--- config.mk ---
export PLATFORM = sky130hd
export DESIGN_NAME = riscv_iltype_instr_gen
export DESIGN_NICKNAME = d
export VERILOG_FILES = /design/src/rtl/sodor_isa_pkg.sv /design/src/rtl/iltype_field_encoder.sv /design/src/rtl/riscv_iltype_instr_gen.sv
export SDC_FILE = /design/constraint.sdc
export NUM_CORES = 1
export LEC_CHECK = 0
export BUFFER_PORTS_ARGS = -buffer_cell sky130_fd_sc_hd__buf_2
export CAP_MARGIN = 30
export CELL_PAD_IN_SITES_DETAIL_PLACEMENT = 1
export CELL_PAD_IN_SITES_GLOBAL_PLACEMENT = 1
export CORE_UTILIZATION = 46
export CTS_CLUSTER_DIAMETER = 60
export CTS_CLUSTER_SIZE = 25
export DETAILED_ROUTE_END_ITERATION = 10
export GPL_ROUTABILITY_DRIVEN = 0
export PLACE_DENSITY_LB_ADDON = 0.3
export SLEW_MARGIN = 20
export SYNTH_ARGS = -nofsm -noshare
export SYNTH_HDL_FRONTEND = slang
export SYNTH_SLANG_ARGS = --single-unit
--- constraint.sdc ---
create_clock -name clk -period 6.7 [get_ports clk]
set_input_delay 0.335 -clock clk [delete_from_list [all_inputs] [get_ports clk]]
set_output_delay 0.335 -clock clk [all_outputs]
set_load 0.02 [all_outputs]
--- src/rtl/sodor_isa_pkg.sv ---
// Shared RV32I encodings and generator types for the sodor3 stimulus blocks.
// Also holds the xorshift32 step used by the instruction generator.
package sodor_isa_pkg;

   localparam logic [6:0]  OPC_OP_IMM = 7'b0010011;
   localparam logic [6:0]  OPC_LOAD   = 7'b0000011;
   localparam logic [31:0] NOP        = 32'h0000_0013;
   localparam logic [2:0]  F3_SR      = 3'd5;
   localparam logic [2:0]  F3_SLL     = 3'd1;

   typedef enum logic [1:0] {
      MODE_MIXED = 2'd0,
      MODE_ALU   = 2'd1,
      MODE_LOAD  = 2'd2,
      MODE_NOP   = 2'd3
   } gen_mode_t;

   typedef enum logic [1:0] {
      ST_WARMUP = 2'd0,
      ST_RUN    = 2'd1,
      ST_DONE   = 2'd2
   } gen_state_t;

   typedef struct packed {
      logic [31:0] instr;
      logic        is_load;
   } enc_word_t;

   function automatic logic [31:0] xorshift32(input logic [31:0] x);
      logic [31:0] y;
      y = x ^ (x << 13);
      y = y ^ (y >> 17);
      y = y ^ (y << 5);
      return y;
   endfunction

endpackage

--- src/rtl/iltype_field_encoder.sv ---
// Maps one xorshift32 state to an OP-IMM or load word, shaped by mode.
// Shift immediates are masked so SLLI/SRLI/SRAI are always legal encodings.
module iltype_field_encoder
   import sodor_isa_pkg::*;
(
   input  logic [31:0] s,
   input  gen_mode_t   mode,
   output enc_word_t   word
);

   logic [11:0] imm;
   logic [11:0] alu_imm;
   logic [4:0]  rs1;
   logic [4:0]  rd;
   logic [2:0]  f3;
   logic [2:0]  lf3;
   logic        choice;
   logic [31:0] alu_word;
   logic [31:0] load_word;
   logic        unused_hi;

   // Top state bits carry no field.
   assign unused_hi = ^s[31:27];

   always_comb begin
      imm    = s[11:0];
      rs1    = s[16:12];
      rd     = s[21:17];
      f3     = s[24:22];
      choice = s[25];
      lf3    = {s[26], 2'b00};

      if (f3 == F3_SR)
         alu_imm = imm & 12'h41F;
      else if (f3 == F3_SLL)
         alu_imm = imm & 12'h01F;
      else
         alu_imm = imm;

      alu_word  = {alu_imm, rs1, f3, rd, OPC_OP_IMM};
      load_word = {imm, rs1, lf3, rd, OPC_LOAD};

      word = '{instr: alu_word, is_load: 1'b0};
      case (mode)
         MODE_MIXED: if (!choice) word = '{instr: load_word, is_load: 1'b1};
         MODE_LOAD:  word = '{instr: load_word, is_load: 1'b1};
         MODE_NOP:   word = '{instr: NOP, is_load: 1'b0};
         default:    word = '{instr: alu_word, is_load: 1'b0};
      endcase
   end

endmodule

--- src/rtl/riscv_iltype_instr_gen.sv ---
// Constrained-random OP-IMM/load instruction source feeding sodor3_verif imem.
// Emits a NOP warm-up, then xorshift32-driven words over a valid/ready port.
module riscv_iltype_instr_gen
   import sodor_isa_pkg::*;
#(
   parameter logic [31:0] SEED      = 32'h0000_0001,
   parameter int unsigned NUM_NOPS  = 4,
   parameter int unsigned MAX_INSTR = 0,
   parameter int unsigned CNT_W     = 32
)(
   input  logic             clk,
   input  logic             reset,
   input  logic             enable,
   input  logic [1:0]       mode,
   input  logic             instr_ready,
   output logic             instr_valid,
   output logic [31:0]      instr,
   output logic             instr_is_load,
   output logic [CNT_W-1:0] instr_count,
   output logic             done
);

   // Handshake: a word transfers on instr_valid && instr_ready; while stalled
   // the word is held. A new word is loaded whenever the output register is
   // empty or draining this cycle and enable is high.

   localparam logic [31:0] SEED_INIT = (SEED == 32'd0) ? 32'd1 : SEED;
   localparam logic [31:0] NOPS_LAST = NUM_NOPS - 32'd1;

   gen_state_t  state;
   gen_state_t  state_next;
   logic [31:0] lfsr;
   logic [31:0] s_next;
   logic [31:0] nop_cnt;
   logic [31:0] run_loaded;
   logic        cur_is_run;
   logic        slot;
   logic        fire;
   logic        run_phase;
   logic        run_allowed;
   logic        load_nop;
   logic        load_run;
   logic        last_xfer;
   enc_word_t   enc;

   assign s_next = xorshift32(lfsr);

   iltype_field_encoder u_enc (
      .s    (s_next),
      .mode (gen_mode_t'(mode)),
      .word (enc)
   );

   always_comb begin
      slot        = (!instr_valid || instr_ready) && enable;
      fire        = instr_valid && instr_ready;
      run_phase   = (state == ST_RUN) || ((state == ST_WARMUP) && (NUM_NOPS == 0));
      run_allowed = (MAX_INSTR == 0) || (run_loaded < MAX_INSTR);
      load_nop    = slot && (state == ST_WARMUP) && (NUM_NOPS != 0);
      load_run    = slot && run_phase && run_allowed;
      // cur_is_run marks the held word as random; the warm-up NOPs never count.
      last_xfer   = fire && cur_is_run && (MAX_INSTR != 0) && (run_loaded == MAX_INSTR);
   end

   always_ff @(posedge clk or posedge reset) begin
      if (reset)
         state <= ST_WARMUP;
      else
         state <= state_next;
   end

   always_comb begin
      state_next = state;
      case (state)
         ST_WARMUP: begin
            if (NUM_NOPS == 0) begin
               if (slot) state_next = ST_RUN;
            end else if (load_nop && (nop_cnt == NOPS_LAST)) begin
               state_next = ST_RUN;
            end
         end
         ST_RUN:  if (last_xfer) state_next = ST_DONE;
         ST_DONE: state_next = ST_DONE;
         default: state_next = ST_WARMUP;
      endcase
   end

   always_comb begin
      done = (state == ST_DONE);
   end

   always_ff @(posedge clk or posedge reset) begin
      if (reset) begin
         lfsr          <= SEED_INIT;
         nop_cnt       <= '0;
         run_loaded    <= '0;
         cur_is_run    <= 1'b0;
         instr         <= NOP;
         instr_valid   <= 1'b0;
         instr_is_load <= 1'b0;
         instr_count   <= '0;
      end else begin
         if (fire && cur_is_run)
            instr_count <= instr_count + CNT_W'(1);

         if (load_nop) begin
            instr         <= NOP;
            instr_is_load <= 1'b0;
            instr_valid   <= 1'b1;
            cur_is_run    <= 1'b0;
            nop_cnt       <= nop_cnt + 32'd1;
         end else if (load_run) begin
            instr         <= enc.instr;
            instr_is_load <= enc.is_load;
            instr_valid   <= 1'b1;
            cur_is_run    <= 1'b1;
            lfsr          <= s_next;
            if (MAX_INSTR != 0)
               run_loaded <= run_loaded + 32'd1;
         end else if (slot || fire) begin
            // Drained with nothing to replace it: limit reached or enable low.
            instr_valid <= 1'b0;
         end
      end
   end

endmodule

==> impl_metrics.toml, run 1 <==
[setup_path]
crit_arrival_ps = 2560
required_ps = 6970
cp-start-kind = "flip-flop"
criticalPathCategory = "flip-flop to flip-flop"
cp-end-kind = "flip-flop"
cp_max_fo = 33

[sta]
fmax_mhz = 436
hold_viol = 0
max_slew.worst_pin.slew_ps = 660
setup_violations = 0
hold_slack_ps = 282
rsz0062_at_grt = "false"
finClkSkew_ps = 9.64
relSlewSlack_pct = 56.0
tns_ps = 0
finalWorstPathRequiredPeriod_ps = 2300
period_share_pct = 34.3
slew_violations = 0

[floorplanning]
pin_count = 73
start_util_pct = 47.2
die_h_um = 116
core_area_um2 = 12700
rows = 41
die_x_um = 116
fp.dieArea_um2 = 13500

[synthesis]
synth_top_cell_area_share_pct = 52.3
synth_edf_count = 0
synth_ff_type = "dfrtp_1"
synth_cells = 550
synth_cell_types = 42
yosysWarnings = 0
yosysTopAreaCell = "dfrtp_1"
ys_seq_area_share_pct = 53.2
synth_area_um2 = 5980
synth_area_per_cell_um2 = 10.9
async_flop_share_pct = 100
synthTopCellsByCount = "dfrtp_1, xnor2_1, nand2_1"
synth.most_common_cell = "dfrtp_1"
synth_area_leaders = "dfrtp_1, xnor2_1, xor2_1"
synth_seq_cells = 127

[layout]
area_delta_synth_final_pct = 19.3
drive_above_1_share_pct = 18.8
fill_cells = 1404
final_core_util_pct = 56.3
insertedDiodeCount = 0
fin_nets = 633

[cts]
cts.clk_slew.worst_paths_ps = 50
cts-root-buf = "clkbuf_16"
post_cts_resized = 0
clockBufferDepth = 2
cts_setup_buffers = 0
htreeDepth = 4
cts_sinks = 127
cts_tree = "built"
clk_latency_ps = 420
numCtsBuffers = 17
cts_hold_buf = 0

[outcome]
status = "complete, no violations"

[placed_design]
port_buffers = 66
dpl.hpwl_um = 9570

[detailed_routing]
routedWlPerCell_um = 17.9
postRouteAntennaNets = 0
avgViaCountPerCell = 5.26
num_vias = 4257
routed_wl_um = 14500
drtPass1Iterations = 4
drcViolationCount = 0
drt_iter0_markers = 317

[power_and_ir_drop]
p_int_uw = 1470
power_density_nw_per_um2 = 268
irDropWorstVdd_uv = 178
switching_share_pct = 23.2
power.switching_uw = 442
p_comb_share_pct = 7.2
clkPwrFrac_pct = 49.8
p_seq_share_pct = 43.0
power.leakage_uw = 0.00341

[grt]
grt_pass1_wl_um = 23300
grt_pass1_vias = 4456
track_usage_pct = 23.2
grt_max_degree = 77
grt_remaining_overflow = 0
antenna_found_initial = 0

[hold_path]
min_path_type = "input port to flip-flop"

[job]
maxCapViolations = 0
## kinds of logic (layout without fill, tap and decap cells)
family | Yosys count | after routing | share of synthesized area [%]
adders and majority gates | 2 | 2 | 0.419
DFF | 127 | 127 | 53.2
muxes | 2 | 2 | 0.377
buffers and inverters | 27 | 111 | 2.07
other | 2 | 6 | 0.126
AOI/OAI and AO/OA | 45 | 45 | 4.88
xor gates and xnor gates | 148 | 148 | 22.1
and+or+nand+nor | 197 | 197 | 16.9
## placed cells by master (no fill, tap or decap), types with 2 or more instances in the layout
master / instances
a32o_1: 6
o21ai_0: 29
nand2_1: 87
nand4_1: 18
nor4_1: 9
bufinv_16: 3
dfstp_2: 2
and2b_2: 2
and4_1: 7
nand3_1: 18
clkbuf_16: 17
a21o_1: 2
inv_1: 6
clkbuf_8: 5
clkbuf_1: 5
nor2b_1: 3
and2_1: 4
nor2_1: 24
mux2_2: 2
buf_2: 66
xor2_1: 46
o31ai_1: 2
ha_1: 2
xnor2_1: 99
conb_1: 6
a21oi_1: 2
buf_4: 3
and4_2: 2
dfrtp_1: 125
nor3_1: 4
and3_1: 10
xor2_2: 2
clkinv_2: 2
## metrics by stage
stage          power, uW  std cells  area, um2  worst slack, ps
2_1_floorplan        914        554       5990             2980
4_1_cts             1920        808       7090             4370
5_1_grt             1970        810       7130             4220
3_3_place_gp         956        775       6470             4400
3_5_place_dp         964        776       6480             4330
6_report            1910        810       7130             4400
## area by class of cell
class | instances | area [um2] | share of cell area [%]
clock buffers | 27 | 513 | 7.19
clock inverters | 5 | 100 | 1.40
inverters | 7 | 28.8 | 0.404
multi-input cells | 400 | 2690 | 37.7
flip-flops and latches | 127 | 3180 | 44.6
well taps | 172 | 215 | 3.02
repair buffers | 72 | 405 | 5.68
## per-layer routing
| layer | global-route usage (%) | vias to the layer above | part of all wire, % | wire, um |
|---|---|---|---|---|
| li1 | - | 1990 | - | - |
| met1 | 27.9 | 2176 | 42 | 6100 |
| met2 | 40.9 | 71 | 54 | 7810 |
| met3 | 5.28 | 20 | 2.7 | 387 |
| met4 | 8.03 | 0 | 1.6 | 227 |
| met5 | 0 | - | 0 | 0 |
## critical path: stages, from the launching register on
cell and delay (ps):
dfrtp_1 380, or2b_2 370, nand2_1 80, buf_4 340
nor2_1 90, buf_4 230, nand2_1 450, o21ai_0 200
## final timing paths
path / depth (start not counted) / start / slack, ps / end
setup / recovery: 7 / instr_valid / 4400 / instr[17]
setup reg to reg: 7 / instr_valid / 4400 / instr[17]
max in group asynchronous: 5 / reset / 4970 / nop_cnt[18]
hold reg to reg: 1 / nop_cnt[31] / 480 / nop_cnt[31]
min in group asynchronous: 3 / reset / 430 / instr_count[20]
hold / removal: 3 / instr_ready / 280 / instr_valid
## power by group through the flow
stage	Combinational, uW	Sequential, uW	Clock [uW]
3_3_place_gp	125	830	0
6_report	137	820	951
2_1_floorplan	62.1	852	0
3_5_place_dp	133	831	0
5_1_grt	152	823	998
4_1_cts	135	818	969
## registers in the layout (all words and copies together) (netlist names)
signal and flops:
cur_is_run 1, lfsr 32, state 2, nop_cnt 32, instr_is_load 1, instr_valid 1
instr_count 32, instr 26
(Power assumes the default switching activity.)
==> run 2: changes to the inputs <==
--- a/config.mk
+++ b/config.mk
@@ -9,7 +9,7 @@
 export CAP_MARGIN = 30
 export CELL_PAD_IN_SITES_DETAIL_PLACEMENT = 1
 export CELL_PAD_IN_SITES_GLOBAL_PLACEMENT = 1
-export CORE_UTILIZATION = 46
+export CORE_UTILIZATION = 42
 export CTS_CLUSTER_DIAMETER = 60
 export CTS_CLUSTER_SIZE = 25
 export DETAILED_ROUTE_END_ITERATION = 10
==> constraint.sdc (replaced) <==
create_clock -name clk -period 2.1 [get_ports clk]
set_input_delay 0.105 -clock clk [delete_from_list [all_inputs] [get_ports clk]]
set_output_delay 0.105 -clock clk [all_outputs]
set_load 0.02 [all_outputs]
==> impl_metrics.toml, run 2 (synthesis gave the netlist of run 1 again) <==
[layout]
fin_nets = 638
area_delta_synth_final_pct = 19.7
insertedDiodeCount = 0
drive_above_1_share_pct = 19.3
final_core_util_pct = 51.5
reg_top3 = "instr_count (32), lfsr (32), nop_cnt (32)"
final_cell_mix = "dfrtp_1, xnor2_1, nand2_1, buf_2, xor2_1"
mostFrequentLayoutCell = "dfrtp_1"
fin_cells = 823

[power_and_ir_drop]
power_density_nw_per_um2 = 833
power.switching_uw = 1430
clkPwrFrac_pct = 48.6
switching_share_pct = 24.0
p_seq_share_pct = 43.9
p_int_uw = 4530
irDropWorstVdd_uv = 529
power.leakage_uw = 0.00341
p_comb_share_pct = 7.5

[floorplanning]
rows = 43
core_area_um2 = 13900
die_h_um = 121
fp.dieArea_um2 = 14700
die_x_um = 121
pin_count = 73
start_util_pct = 43.1

[detailed_routing]
routedWlPerCell_um = 16.7
routed_wl_um = 13700
drtPass1Iterations = 4
postRouteAntennaNets = 0
num_vias = 4212
avgViaCountPerCell = 5.12
drt_iter0_markers = 163
drcViolationCount = 0

[grt]
grt_pass1_wl_um = 23000
use_met2_pct = 34.6
grt_use_met1_pct = 25.0
grt_max_degree = 128
grt_pass1_vias = 4504
track_usage_pct = 20.4
grt.met3_usage_pct = 3.99
busiest_layer = "met2"
antenna_found_initial = 0
grt_remaining_overflow = 0

[cts]
cts.clk_slew.worst_paths_ps = 50
clockBufferDepth = 2
numCtsBuffers = 17
clk_latency_ps = 420
cts_sinks = 127
cts_tree = "built"
cts-root-buf = "clkbuf_16"
htreeDepth = 4

[sta]
max_slew.worst_pin.slew_ps = 712
rsz0062_at_grt = "false"
slew_violations = 0
relSlewSlack_pct = 52.6
setup_violations = 0
fmax_mhz = 501
finalWorstPathRequiredPeriod_ps = 2000
finClkSkew_ps = 8.99
hold_viol = 0
period_share_pct = 95.1
tns_ps = 0

[setup_path]
crit_arrival_ps = 2340
cp-end-kind = "flip-flop"
cp_max_fo = 5
cp-start-kind = "flip-flop"
required_ps = 2440
criticalPathCategory = "flip-flop to flip-flop"

[placed_design]
port_buffers = 66
dp_cells = 789
dpl.hpwl_um = 9560

[job]
maxCapViolations = 0

[hold_path]
min_path_type = "input port to flip-flop"

[outcome]
status = "complete, no violations"
==> run 2: changes by cell type in the layout (fill, tap and decap cells not counted) <==
cell	previous run	this run
clkbuf_1	5	6
buf_12	0	2
clkinvlp_4	0	2
nor4b_4	0	1
bufinv_16	3	2
inv_4	1	0
nor4b_2	1	0
buf_16	1	0
buf_4	3	8
buf_8	1	0
clkbuf_8	5	4
==> run 2: layout make-up <==
| cell class | count | area, um2 |
|---|---|---|
| repair buffers | 77 | 440 |
| fillers | 1541 | 6730 |
| clock inverters | 5 | 77.6 |
| well taps | 180 | 225 |
| flip-flops and latches | 127 | 3180 |
| inverters | 7 | 30.0 |
| multi-input cells | 400 | 2700 |
| clock buffers | 27 | 503 |
==> run 2: final timing paths <==
| kind | startpoint | end | slack (ps) | cells after the start |
|---|---|---|---|---|
| worst max-delay path | instr_count[0] | instr_count[22] | 100 | 6 |
| worst min-delay path | mode[0] | instr[4] | 70 | 3 |
| worst max register to register | instr_count[0] | instr_count[22] | 100 | 6 |
| worst min register to register | instr_count[31] | instr_count[31] | 470 | 1 |
| max in group asynchronous | reset | lfsr[19] | 1140 | 4 |
| min in group asynchronous | reset | instr[21] | 410 | 4 |
==> run 2: power groups by stage <==
stage	combinational [uW]	clock [uW]	sequential [uW]
final	444	2900	2620
after global routing	495	3050	2630
after CTS	448	2940	2620
after detailed placement	438	0	2650
after global placement	424	0	2640
after floorplan	199	0	2720
==> run 2: repair_timing <==
| action | CTS | global route |
|---|---|---|
| endpoints found under the hold margin | 125 | 0 |
| endpoints found under the setup margin | 0 | 1 |
| setup buffers | 0 | 1 |
| gates resized for setup | 0 | 1 |
| hold buffers | 1 | 0 |
==> run 2: critical path, stage by stage (launching register included) <==
cell and delay, ps:
dfrtp_1 430, ha_1 190, nand4_1 230, nor4b_4 370
nand2_1 210, nor3_1 320, xnor2_1 160
==> run 2: metrics by stage <==
stage	area, um2	setup slack (ps)	power, uW	hold WS, ps
after detailed placement	6550	122	3090	376
after floorplan	6000	295	2920	273
after CTS	7140	22.8	6010	54.7
final	7150	102	5960	68.4
after global routing	7150	4.01	6170	97.2
after global placement	6550	279	3070	363
==> run 2: metal layers <==
layer / vias up / wire length [um]
met4: 0 / 279
met2: 56 / 7050
met3: 23 / 349
li1: 1985 / -
met1: 2148 / 6070
met5: - / 0
==> run 3: changes to the inputs <==
--- a/config.mk
+++ b/config.mk
@@ -18,4 +18,5 @@
 export SLEW_MARGIN = 20
 export SYNTH_ARGS = -nofsm -noshare
 export SYNTH_HDL_FRONTEND = slang
+export SYNTH_HIERARCHICAL = 1
 export SYNTH_SLANG_ARGS = --single-unit
==> impl_metrics.toml, run 3 <==
[synthesis]
synth_area_um2 = 6580
yosysWarnings = 6
synth_cells = 656
synth_top_cell_area_share_pct = 49.1
synth_area_leaders = "dfrtp_1, xnor2_1, nand2_1"
synthTopCellsByCount = "nand2_1, dfrtp_1, xnor2_1"
ys_seq_area_share_pct = 50.7
synth_cell_types = 44
yosysTopAreaCell = "dfrtp_1"
synth_ff_type = "dfrtp_1"
async_flop_share_pct = 100
synth_edf_count = 0
synth.most_common_cell = "nand2_1"
synth_area_per_cell_um2 = 10.0
synth_seq_cells = 133

[detailed_routing]
avgViaCountPerCell = 5.06
num_vias = 4895
routed_wl_um = 16700
drtPass1Iterations = 4
postRouteAntennaNets = 0
drcViolationCount = 0
routedWlPerCell_um = 17.2
drt_iter0_markers = 208

[setup_path]
critPathTopFamily = "XOR/XNOR gates"
cp-end-kind = "flip-flop"
crit_arrival_ps = 2280
crit_chain = "xnor2_1 > xor2_2 > nor2b_1 > o22ai_2 > and2_1 > nand3_1 > nand2_1"
cp-start-kind = "flip-flop"
crit_slowest_cell = "dfrtp_1"
crit_buf_inv = 0
max_stage_delay_ps = 430
criticalPathCategory = "flip-flop to flip-flop"
cp_max_fo = 6
required_ps = 2410

[placed_design]
port_buffers = 72
dpl.hpwl_um = 11700

[sta]
relSlewSlack_pct = 64.3
hold_slack_ps = 1.93
max_slew.worst_pin.slew_ps = 533
finalWorstPathRequiredPeriod_ps = 1960
setup_violations = 0
fmax_mhz = 509
hold_viol = 0
rsz0062_at_grt = "false"
period_share_pct = 93.5
tns_ps = 0
finClkSkew_ps = 8.21
slew_violations = 0

[layout]
final_core_util_pct = 51.4
area_delta_synth_final_pct = 19.3
fin_nets = 752
fill_cells = 1726
insertedDiodeCount = 0
mostFrequentLayoutCell = "nand2_1"
final_cell_mix = "nand2_1, dfrtp_1, xnor2_1, buf_2, nand3_1"
drive_above_1_share_pct = 20.0

[cts]
clockBufferDepth = 2
clk_latency_ps = 430
cts-root-buf = "clkbuf_16"
numCtsBuffers = 17
cts_sinks = 133
cts_tree = "built"
cts.clk_slew.worst_paths_ps = 60
cts_setup_buffers = 0
htreeDepth = 4

[floorplanning]
die_x_um = 127
rows = 45
start_util_pct = 43.1
core_area_um2 = 15300
pin_count = 73
fp.dieArea_um2 = 16200
die_h_um = 127

[outcome]
status = "complete, no violations"

[grt]
track_usage_pct = 22.2
grt_max_degree = 66
grt_remaining_overflow = 0
grt_pass1_vias = 5330
antenna_found_initial = 0
grt_pass1_wl_um = 27700

[job]
maxCapViolations = 0

[hold_path]
min_path_type = "input port to flip-flop"

[power_and_ir_drop]
power.leakage_uw = 0.00381
power_density_nw_per_um2 = 1710
irDropWorstVdd_uv = 1320
[run 3: cell count changes after synthesis, sizes merged, moves of 8 or more]
cell   before  now
and2        4   27
buf         6   14
nand2      87  140
nand3      19   52
nor2       25   41
o21ai      29    3
[run 3: final timing paths]
check | startpoint | end | slack [ps] | depth (start not counted)
worst max register to register | lfsr[9] | instr[29] | 140 | 7
worst max-delay path | lfsr[9] | instr[29] | 140 | 7
worst min-delay path | enable | instr_valid | 2 | 3
max in group asynchronous | reset | lfsr[0] | 1220 | 4
worst min register to register | instr[0] | instr[0] | 460 | 2
min in group asynchronous | reset | instr[7] | 170 | 3
[run 3: timing repair]
item / in CTS / in global routing
hold buffers: 1 / 0
endpoints found under the hold margin: 129 / 0
gates resized for setup: 0 / 5
endpoints found under the setup margin: 0 / 14
[run 3: power breakdown]
| part | switching [uW] | internal (uW) | total [uW] |
|---|---|---|---|
| combinational | 3720 | 3050 | 6770 |
| sequential | 628 | 3230 | 3860 |
| clock | 1140 | 1680 | 2820 |
[run 3: cells by family after synthesis]
group	Yosys count	share of synthesized area [%]
other	2	0.114
buffers and inverters	36	2.74
and+or+nand+nor	327	24.6
AOI/OAI and AO/OA	8	0.875
adders and majority gates	2	0.380
DFF	133	50.7
muxes	2	0.342
xor gates and xnor gates	146	20.2
[run 3: cell type report]
cell class,instances,area (um2),share of cell area (%)
Clock buffer,20,457,5.82
Clock inverter,11,103,1.31
Inverter,6,26.3,0.335
Multi-Input combinational cell,491,3120,39.7
Sequential cell,133,3330,42.5
Tap cell,211,264,3.36
Timing Repair Buffer,95,548,6.98
[run 3: stage by stage]
stage | total power (uW) | setup WS, ps | instances | cell area [um2]
final | 13400 | 136 | 967 | 7850
after CTS | 13500 | 41.8 | 967 | 7810
after global placement | 10400 | 179 | 935 | 7240
after global routing | 14400 | 7.59 | 967 | 7850
after detailed placement | 10600 | 104 | 935 | 7240
after floorplan | 8680 | 232 | 660 | 6600
[run 3: layer usage]
layer,up-vias,GRT usage (%),share of wire (%)
met5,-,0,0
li1,2305,-,-
met3,26,4.65,2.9
met2,72,39.5,53
met4,0,8.61,2.1
met1,2492,26.3,42
[run 3: worst min-delay path, stage by stage]
cell and delay [ps]:
buf_2 110, nand2b_4 90, nand2b_1 80
